[src/rtl/instr_mem_loader.sv]
`default_nettype none
// ============================================================================
// Module   : instr_mem_loader
// Brief    : Run-time loadable instruction memory with a registered fetch port.
// Revision : 1.0
// ============================================================================
module instr_mem_loader #(
    parameter int                DATA_W   = 8,
    parameter int                ADDR_W   = 8,
    parameter int                DEPTH    = 16,
    parameter logic [DATA_W-1:0] NOP_CODE = '0
) (
    input  logic              clk_i,
    input  logic              reset_i,
    input  logic              load_start_i,
    input  logic              ld_valid_i,
    input  logic [DATA_W-1:0] ld_data_i,
    input  logic              ld_last_i,
    output logic              ld_ready_o,
    input  logic              fetch_req_i,
    input  logic [ADDR_W-1:0] pc_i,
    output logic              instr_valid_o,
    output logic [DATA_W-1:0] instr_code_o,
    output logic              addr_err_o,
    output logic              busy_o,
    output logic              loaded_o,
    output logic              load_ovf_o,
    output logic [ADDR_W:0]   image_len_o
);

    localparam int              IDX_W     = (DEPTH > 1) ? $clog2(DEPTH) : 1;
    localparam logic [IDX_W-1:0] LAST_IDX = IDX_W'(DEPTH - 1);
    localparam logic [ADDR_W:0]  DEPTH_LEN = (ADDR_W + 1)'(DEPTH);
    localparam logic [ADDR_W:0]  ONE_LEN   = (ADDR_W + 1)'(1);

    typedef enum logic [1:0] {
        S_EMPTY = 2'd0,
        S_LOAD  = 2'd1,
        S_READY = 2'd2
    } state_t;

    state_t              state_q, state_d;
    logic [IDX_W-1:0]    wr_ptr_q, wr_ptr_d;
    logic [ADDR_W:0]     image_len_q, image_len_d;
    logic                loaded_q, loaded_d;
    logic                load_ovf_q, load_ovf_d;
    logic                busy_q, busy_d;
    logic                ld_ready_q, ld_ready_d;
    logic                instr_valid_q, instr_valid_d;
    logic                addr_err_q, addr_err_d;
    logic [DATA_W-1:0]   instr_code_q, instr_code_d;

    logic                wr_en;
    logic [DATA_W-1:0]   rd_data;
    logic                pc_in_image;

    // Array is deliberately not reset so a reset does not cost a reload cycle per word.
    logic [DATA_W-1:0]   mem_q [DEPTH];

    always_ff @(posedge clk_i) begin
        if (wr_en) begin
            mem_q[wr_ptr_q] <= ld_data_i;
        end
    end

    // pc beyond the image is never used to index the array, so truncation is safe.
    assign rd_data     = mem_q[pc_i[IDX_W-1:0]];
    assign pc_in_image = ({1'b0, pc_i} < image_len_q);

    always_ff @(posedge clk_i or posedge reset_i) begin
        if (reset_i) begin
            state_q       <= S_EMPTY;
            wr_ptr_q      <= '0;
            image_len_q   <= '0;
            loaded_q      <= 1'b0;
            load_ovf_q    <= 1'b0;
            busy_q        <= 1'b0;
            ld_ready_q    <= 1'b0;
            instr_valid_q <= 1'b0;
            addr_err_q    <= 1'b0;
            instr_code_q  <= '0;
        end else begin
            state_q       <= state_d;
            wr_ptr_q      <= wr_ptr_d;
            image_len_q   <= image_len_d;
            loaded_q      <= loaded_d;
            load_ovf_q    <= load_ovf_d;
            busy_q        <= busy_d;
            ld_ready_q    <= ld_ready_d;
            instr_valid_q <= instr_valid_d;
            addr_err_q    <= addr_err_d;
            instr_code_q  <= instr_code_d;
        end
    end

    always_comb begin
        state_d       = state_q;
        wr_ptr_d      = wr_ptr_q;
        image_len_d   = image_len_q;
        loaded_d      = loaded_q;
        load_ovf_d    = load_ovf_q;
        instr_valid_d = 1'b0;
        addr_err_d    = 1'b0;
        instr_code_d  = instr_code_q;
        wr_en         = 1'b0;

        case (state_q)
            S_EMPTY: begin
                if (load_start_i) begin
                    state_d  = S_LOAD;
                    wr_ptr_d = '0;
                end
            end
            S_LOAD: begin
                // A restart takes priority and drops any beat presented with it.
                if (load_start_i) begin
                    wr_ptr_d = '0;
                end else if (ld_valid_i) begin
                    wr_en = 1'b1;
                    if (ld_last_i) begin
                        state_d     = S_READY;
                        image_len_d = (ADDR_W + 1)'(wr_ptr_q) + ONE_LEN;
                        loaded_d    = 1'b1;
                        load_ovf_d  = 1'b0;
                    end else if (wr_ptr_q == LAST_IDX) begin
                        state_d     = S_READY;
                        image_len_d = DEPTH_LEN;
                        loaded_d    = 1'b1;
                        load_ovf_d  = 1'b1;
                    end else begin
                        wr_ptr_d = wr_ptr_q + 1'b1;
                    end
                end
            end
            S_READY: begin
                if (load_start_i) begin
                    state_d     = S_LOAD;
                    wr_ptr_d    = '0;
                    image_len_d = '0;
                    loaded_d    = 1'b0;
                    load_ovf_d  = 1'b0;
                end else if (fetch_req_i) begin
                    instr_valid_d = 1'b1;
                    if (pc_in_image) begin
                        instr_code_d = rd_data;
                    end else begin
                        instr_code_d = NOP_CODE;
                        addr_err_d   = 1'b1;
                    end
                end
            end
            default: begin
                state_d = S_EMPTY;
            end
        endcase

        busy_d     = (state_d == S_LOAD);
        ld_ready_d = (state_d == S_LOAD);
    end

    assign ld_ready_o    = ld_ready_q;
    assign busy_o        = busy_q;
    assign loaded_o      = loaded_q;
    assign load_ovf_o    = load_ovf_q;
    assign image_len_o   = image_len_q;
    assign instr_valid_o = instr_valid_q;
    assign instr_code_o  = instr_code_q;
    assign addr_err_o    = addr_err_q;

endmodule
`default_nettype wire

[config.mk]
export PLATFORM = sky130hd
export DESIGN_NAME = instr_mem_loader
export DESIGN_NICKNAME = d
export VERILOG_FILES = /design/src/rtl/instr_mem_loader.sv
export SDC_FILE = /design/constraint.sdc
export NUM_CORES = 1
export LEC_CHECK = 0
export BUFFER_PORTS_ARGS = -buffer_cell sky130_fd_sc_hd__buf_2
export CAP_MARGIN = 25
export CORE_UTILIZATION = 55
export CTS_CLUSTER_SIZE = 14
export DETAILED_ROUTE_END_ITERATION = 10
export HOLD_SLACK_MARGIN = 0.1
export PLACE_DENSITY = 0.74
export SLEW_MARGIN = 10
export SYNTH_ARGS = -nofsm -noshare
export SYNTH_HDL_FRONTEND = slang
export SYNTH_SLANG_ARGS = --single-unit
[constraint.sdc]
create_clock -name clk_i -period 6.1 [get_ports clk_i]
set_input_delay 1.83 -clock clk_i [delete_from_list [all_inputs] [get_ports clk_i]]
set_output_delay 1.83 -clock clk_i [all_outputs]
set_load 0.01 [all_outputs]
======== Word-level counts from Yosys, hierarchy flattened ========
Memories as Yosys holds them, arrays and structs flattened.
Index checks and enable logic that the tools add are counted.
cells by class
  $add $sub $neg .......................... 2
  mux-type cells .......................... 41
  reduce and logical (&&, ||, !) cells .... 7
  bitwise gates (word level) .............. 1
  order comparisons ....................... 1
  equality and inequality tests ........... 12
operator list
  cell                   number
  $mux W9                5
  $mux W1                20
  $mux W4                5
  $pmux W9 S2            1
  $ne A3 B3 Y1 const B   4
  $mux W2                5
  $reduce_and A5 Y1      2
  $lt A8 B9 Y1           1
  $mux W8                1
  $pmux W4 S2            1
  $ne A2 B2 Y1 const B   3
  $add A4 B1 Y5 const B  1
  $add A4 B1 Y4 const B  1
  $eq A2 B1 Y1 const B   2
  $eq A4 B4 Y1 const B   1
  $pmux W1 S2            2
  $pmux W2 S2            1
  $reduce_bool A2 Y1     2
  $reduce_and A3 Y1      1
  $eq A2 B2 Y1 const B   1
  $logic_not A2 Y1       1
  $ne A2 B1 Y1 const B   1
  $reduce_or A2 Y1       1
  $not A1 Y1             1
word-level totals
  memories ................................ 1
  output and inout port bits .............. 23
  register bits ........................... 28
  input port bits ......................... 22
  word-level logic and storage cells ...... 74
  memory bits (writable) .................. 128
memories
  name   depth  bits a word  read ports  clocked after Yosys merged registers in  write ports  RTL line  text
  mem_q  16     8            1           0                                        1            58        logic [DATA_W-1:0] mem_q [DEPTH];

======== Logic depth before layout (Yosys ltp) ========
Gate-level depths: netlist of the first run.
  depth in word-level cells ............... 7
  depth in mapped cells ................... 6
  mapped depth without buffers ............ 6

======== Worst setup path before layout of the first run ========
Ideal clock, no wire load.
  kind .................................... input to register
  from .................................... in load_start_i
  to ...................................... mem mem_q[3][0] (enable)
  data required time ...................... 5.717 ns
  setup time .............................. 0.383 ns
  setup slack ............................. 2.730 ns
  arrival time ............................ 2.987 ns
  path buffers ............................ 1
  stages on the path ...................... 4
  path through ............................ nor4bb_1 -> buf_2 -> nand2_1 -> nor3_1
between the ends
  cells in the longest elaborated chain, start to end .. 4
RTL lines
  what                           RTL line  text
  from (decl)                    15        input logic load_start_i,
  $mux W1                        116       if (load_start_i) begin
  $mux W1                        107       case (state_q)
  $mux W1                        61        if (wr_en) begin
  $mux W1 (implied by the code)  62        mem_q[wr_ptr_q] <= ld_data_i;
  to (decl)                      58
No other way between the ends.

======== Worst setup path in the final report of the first run ========
  from .................................... in load_start_i
  to ...................................... mem mem_q[14][5] (enable)
Same word-level chain as after synthesis.

==> results of run 1 <==
through the flow:
step	std cells	instance area, um2
finish	534	7070
global route	534	7070
CTS	530	7000
detailed placement	498	6440
global placement	498	6420
floorplan	334	6160
flip-flops by register name, indices dropped and copies added, names as in the netlist, 2 cells and up:
| name | flops |
|---|---|
| wr_ptr_q | 4 |
| mem_q | 128 |
| state_q | 2 |
| instr_code_o | 8 |
| image_len_o | 5 |
worst max-delay path: stages:
cell      delay [ns]
buf_2           0.13
nor4bb_1        0.27
buf_4           0.21
nand2_1         0.15
nor2_1          0.84
area by class of cell:
type	count	area [um2]	area share
Sequential cell	152	4440	0.629
Multi-Input combinational cell	156	1580	0.223
Clock buffer	21	439	0.0622
Timing Repair Buffer	46	278	0.0393
Tap cell	140	175	0.0248
Clock inverter	11	124	0.0175
Inverter	8	30.0	0.00425
per-layer routing:
metal	track usage	up-vias
met5	0	-
met4	0.122	0
met3	0.0593	31
met2	0.335	149
met1	0.327	1685
li1	-	1430
how the worst max path moves through the flow:
| stage | startpoint | endpoint | slack [ns] | cells after the start |
|---|---|---|---|---|
| finish | load_start_i | mem_q[14][5]$_DFFE_PP_ | 2.81 | 5 |
| global route | pc_i[2] | instr_code_o[6]$_DFFE_PP0P_ | 2.72 | 5 |
| global placement | load_start_i | mem_q[3][6]$_DFFE_PP_ | 2.06 | 5 |
| floorplan | load_start_i | mem_q[3][0]$_DFFE_PP_ | 2.73 | 4 |
| CTS | pc_i[1] | instr_code_o[4]$_DFFE_PP0P_ | 2.63 | 5 |
| detailed placement | pc_i[1] | instr_code_o[4]$_DFFE_PP0P_ | 2.09 | 5 |
power groups by stage:
stage	sequential, mW	clock (mW)	combinational [mW]
after floorplan	1.17	0	0.0700
after global placement	1.17	0	0.110
after detailed placement	1.17	0	0.114
after CTS	1.15	1.00	0.114
after global routing	1.15	1.04	0.128
final	1.15	0.996	0.118
logic make-up (layout without fill, tap and decap cells):
kind of cell    after synthesis  in the layout  synth area share
xor+xnor                      2              2           0.00285
flops                       152            152             0.723
other cells                   1              4          0.000610
mux                          37             37             0.132
simple gates                 64             64            0.0511
fa+ha+maj                     8              8            0.0163
buf+inv                      26             86            0.0248
compound gates               41             41            0.0491
placed cells by master, fill, tap and decap left out, drive strengths merged, types with 6 or more instances in the layout:
cell,count
edfxtp,128
a21o,6
dfrtp,24
nand2,18
nor2,17
o22ai,7
clkbuf,21
inv,10
ha,8
nand2b,6
mux4,32
buf,46
==> results.ini, run 1 <==
[status]
status = finished clean

[yosys]
syn_area_per_cell_um2 = 18.6
synth_edf_count = 128
async_reset_ff_frac = 0.158
synth_top_cell_by_area = edfxtp_1
synth_seq_cells = 152
synth_warnings = 0
synth.top_cell.area_share = 0.625
synth_area_um2 = 6150
synthCells = 331
yosysMostFrequentCell = edfxtp_1
synthTopCellsByArea = edfxtp_1 63%, dfrtp_1 9.8%, mux4_2 7.7%
synth_top_flop_cell = edfxtp_1
netlist_top_cells_count = 128 x edfxtp_1, 24 x dfrtp_1, 21 x mux4_2, 18 x nand2_1, 17 x nor2_1
synthDistinctLibCells = 40
yosysSeqAreaShare = 0.723

[finish]
fill_cells = 713
syn_to_final_growth_pct = 15.0
utilization = 0.652
layout-drive-gt1-share = 0.256
fin_nets = 411
antenna_cells = 0

[power_and_ir_drop]
irDropWorstVdd_mv = 0.160
pwr-share-seq = 0.508
p_total_mw = 2.26
p_sw_mw = 0.480
pwr-share-comb = 0.052
power_frac_clock = 0.440
p_leak_nw = 2.56
p_per_area_nw_per_um2 = 320
p_int_mw = 1.78
switching_share = 0.212

[route]
dr.pass1.iters = 5
vias = 3295
wl_met3_um = 989
avgViaCountPerCell = 6.17
ant_nets = 0
wirelength_um = 12200
drt_iter0_markers = 232
wl_met2_um = 5680
met1_length_um = 5220
drc = 0
top_layer_used = met4
routedWlPerCell_um = 22.9

[clock_tree]
postCtsResizedCells = 0
htreeDepth = 4
cts_buffer_depth = 2
insertion_delay_ns = 0.53
clock-root-buffer = clkbuf_8
cts_buffers = 17
cts_tree = built
clkSlewWorstSetupHoldPaths_ns = 0.06
cts.sinks = 152
cts_setup_buffers = 0
cts_hold_buf = 0

[global_route]
grt_pass1_wl_um = 18400
overflow = 0
grt_max_degree = 34
grt_pass1_vias = 3170
grt_use_total = 0.232
antenna_found_initial = 0

[timing]
hold_ws_ns = 0.476
period_share = 0.539
layout_min_cycle_time_ns = 3.29
final_hold_viol_count = 0
fin_skew_ns = 0.0105
max_freq_mhz = 304
worstMarginPinSlew_ns = 1.11
layout_setup_ws_ns = 2.81
rsz0062_at_grt = false
setup_viol = 0
slew_headroom = 0.260
maxSlewViolCount = 0
finalSetupTns_ns = 0

[worst_setup_path]
critPathMaxFanout = 9
critPathLaunchType = primary input
crit_path_end_kind = flip-flop
r2r-start = state_q[1]$_DFF_PP0_
reg2reg_depth = 4
r2r_setup_slack_ns = 3.81
required_ns = 6.25
reg2reg_to = mem_q[14][5]$_DFFE_PP_
critical_path_arrival_ns = 3.43
worst-setup-path-type = in -> reg

[placed_design]
dp_hpwl_um = 7680
portBuffers = 40
post-place-ws_ns = 2.09
gp_congestion = 0.744

[min_path]
hold_path_class = reg -> reg
hold_path_end = instr_code_o[5]$_DFFE_PP0P_
hp-start = instr_code_o[5]$_DFFE_PP0P_
hold_depth = 2

[floorplanning]
die_h_um = 108
num_rows = 38
design.core.area_um2 = 10800
io_pins = 45
fp.dieW_um = 108
start_util = 0.567
dieArea_um2 = 11600

[flow_run]
cap_violations = 0

No activity file was read; power rests on OpenSTA's default activity.
==> run 2: changes to the inputs <==
Settings changed: CORE_UTILIZATION 55 to 54, PLACE_DENSITY 0.74 to 0.76.
Clock period 6.1 ns to 2.95 ns, I/O delays scaled along.
==> results.ini, run 2 (synthesis gave the netlist of run 1 again) <==
[floorplanning]
start_util = 0.560  ; was 0.567
design.core.area_um2 = 11000  ; was 10800 um2
io_pins = 45  ; unchanged
die_h_um = 109  ; was 108 um
num_rows = 38  ; unchanged
fp.dieW_um = 109  ; was 108 um
dieArea_um2 = 11800  ; was 11600 um2

[finish]
fill_cells = 710  ; was 713
final_common_cell = edfxtp_1  ; unchanged
final_cells = 550  ; was 534
syn_to_final_growth_pct = 17.7  ; was 15.0%
fin_nets = 427  ; was 411
mostFrequentLayoutCells = 128 x edfxtp_1, 40 x buf_2, 24 x dfrtp_1  ; unchanged
antenna_cells = 0  ; unchanged
multiInputGateArea_um2 = 1560  ; was 1580 um2
largest-register = mem_q  ; unchanged
largest_reg_flops = 128  ; unchanged
utilization = 0.659  ; was 0.652
layout-drive-gt1-share = 0.280  ; was 0.256
seq_area_um2 = 4440  ; unchanged
fin_area_um2 = 7240  ; was 7070 um2

[power_and_ir_drop]
p_sw_mw = 1.00  ; was 0.480 mW
switching_share = 0.205  ; was 0.212
irDropWorstVdd_mv = 0.497  ; was 0.160 mV
pwr-share-comb = 0.050  ; was 0.052
power_frac_clock = 0.464  ; was 0.440
p_int_mw = 3.89  ; was 1.78 mW
p_per_area_nw_per_um2 = 676  ; was 320 nW/um2
pwr-share-seq = 0.486  ; was 0.508
p_leak_nw = 2.66  ; was 2.56 nW

[clock_tree]
cts_buffers = 17  ; unchanged
cts_buffer_depth = 2  ; unchanged
htreeDepth = 4  ; unchanged
postCtsResizedCells = 0  ; unchanged
cts.sinks = 152  ; unchanged
clkSlewWorstSetupHoldPaths_ns = 0.06  ; about the same
clock-root-buffer = clkbuf_16  ; was clkbuf_8
cts_tree = built  ; unchanged
cts_setup_buffers = 0  ; unchanged
cts_hold_buf = 0  ; unchanged
insertion_delay_ns = 0.42  ; was 0.53 ns

[timing]
max_freq_mhz = 443
finalSetupTns_ns = 0  ; unchanged
period_share = 0.765
fin_skew_ns = 0.00567  ; was 0.0105 ns
layout_min_cycle_time_ns = 2.26
worstMarginPinSlew_ns = 0.673  ; was 1.11 ns
setup_viol = 0  ; unchanged
final_hold_viol_count = 0  ; unchanged
maxSlewViolCount = 0  ; unchanged
rsz0062_at_grt = false  ; unchanged
layout_setup_ws_ns = 0.694  ; was 2.81 ns
slew_headroom = 0.551  ; was 0.260

[worst_setup_path]
required_ns = 3.23  ; was 6.25 ns
path_cells = buf_2 > buf_4 > mux4_1 > nor2b_1 > a211oi_1 > o31ai_1  ; was buf_2 > nor4bb_1 > buf_4 > nand2_1 > nor2_1
reg2reg_to = instr_code_o[2]$_DFFE_PP0P_  ; was mem_q[14][5]$_DFFE_PP_
critPathMaxFanout = 24  ; was 9
cp_slowest_stage_delay_ns = 0.52  ; was 0.84 ns
r2r-start = image_len_o[4]$_DFFE_PP0P_  ; was state_q[1]$_DFF_PP0_
critical_path_arrival_ns = 2.53  ; was 3.43 ns
r2r_setup_slack_ns = 0.82  ; was 3.81 ns
reg2reg_depth = 6  ; was 4
cp-startpoint = pc_i[2]  ; was load_start_i
worst-setup-path-type = in -> reg  ; unchanged
critPathLaunchType = primary input  ; unchanged
critPathSlowestCell = buf_2  ; was nor2_1
endpoint = instr_code_o[5]$_DFFE_PP0P_  ; was mem_q[14][5]$_DFFE_PP_
crit_path_end_kind = flip-flop  ; unchanged

[global_route]
grt_use_total = 0.232  ; about the same
grt_max_degree = 33  ; was 34
antenna_found_initial = 1  ; was 0
grt_pass1_wl_um = 18500  ; was 18400 um
grt_pass1_vias = 3297  ; was 3170
overflow = 0  ; unchanged

[route]
wirelength_um = 12400  ; was 12200 um
drc = 0  ; unchanged
drt_iter0_markers = 308  ; was 232
ant_nets = 0  ; unchanged
dr.pass1.iters = 6  ; was 5
vias = 3299  ; was 3295
avgViaCountPerCell = 6.00  ; was 6.17
routedWlPerCell_um = 22.5  ; was 22.9 um

[status]
status = finished clean  ; unchanged

[placed_design]
place_area_um2 = 6580  ; was 6440 um2
dp_hpwl_um = 7720  ; was 7680 um
portBuffers = 40  ; unchanged
post-place-ws_ns = 0.253  ; was 2.09 ns
gp_congestion = 0.770  ; was 0.744
post-place-cells = 517  ; was 498

[min_path]
hold_path_class = in -> async  ; was reg -> reg

[flow_run]
cap_violations = 0  ; unchanged

run 2: how the worst min path moves through the flow:
stage | cells past startpoint | endpoint | startpoint
6_report | 2 | loaded_o$_DFFE_PP0P_ | reset_i
5_1_grt | 2 | loaded_o$_DFFE_PP0P_ | reset_i
4_1_cts | 2 | instr_code_o[3]$_DFFE_PP0P_ | instr_code_o[3]$_DFFE_PP0P_
3_5_place_dp | 2 | instr_code_o[3]$_DFFE_PP0P_ | instr_code_o[3]$_DFFE_PP0P_
3_3_place_gp | 2 | instr_code_o[2]$_DFFE_PP0P_ | instr_code_o[2]$_DFFE_PP0P_
2_1_floorplan | 1 | ld_ready_o$_DFF_PP0_ | state_q[1]$_DFF_PP0_
run 2: metal layers:
layer / vias to the layer above / global-route usage / part of all wire
li1: 1451 / - / -
met4: 0 / 0.107 / 0.019
met1: 1714 / 0.305 / 0.42
met5: - / 0 / 0
met3: 19 / 0.0658 / 0.066
met2: 115 / 0.359 / 0.49
run 2: power by group through the flow:
stage	Sequential, mW	Clock (mW)	Combinational [mW]
floorplan	2.42	0	0.145
global placement	2.42	0	0.232
detailed placement	2.42	0	0.242
CTS	2.38	2.29	0.244
global route	2.38	2.38	0.269
finish	2.38	2.27	0.246
run 2: stage by stage:
stage                     hold slack (ns)  power [mW]
final                               0.387        4.89
after global routing                0.395        5.03
after CTS                           0.485        4.91
after detailed placement            0.472        2.66
after global placement              0.456        2.65
after floorplan                     0.498        2.57
run 2: final cells by class:
class | instances | share of cell area
multi-input cells | 156 | 0.216
inverters | 8 | 0.00415
well taps | 140 | 0.0242
clock inverters | 13 | 0.0270
flip-flops and latches | 152 | 0.614
clock buffers | 19 | 0.0598
repair buffers | 62 | 0.0550
run 2: critical path: cells and delay by family:
kind	cells	cell delay [ns]
and+or+nand+nor	1	0.16
muxes	1	0.31
buffers and inverters	2	0.84
AOI/OAI and AO/OA	2	0.33
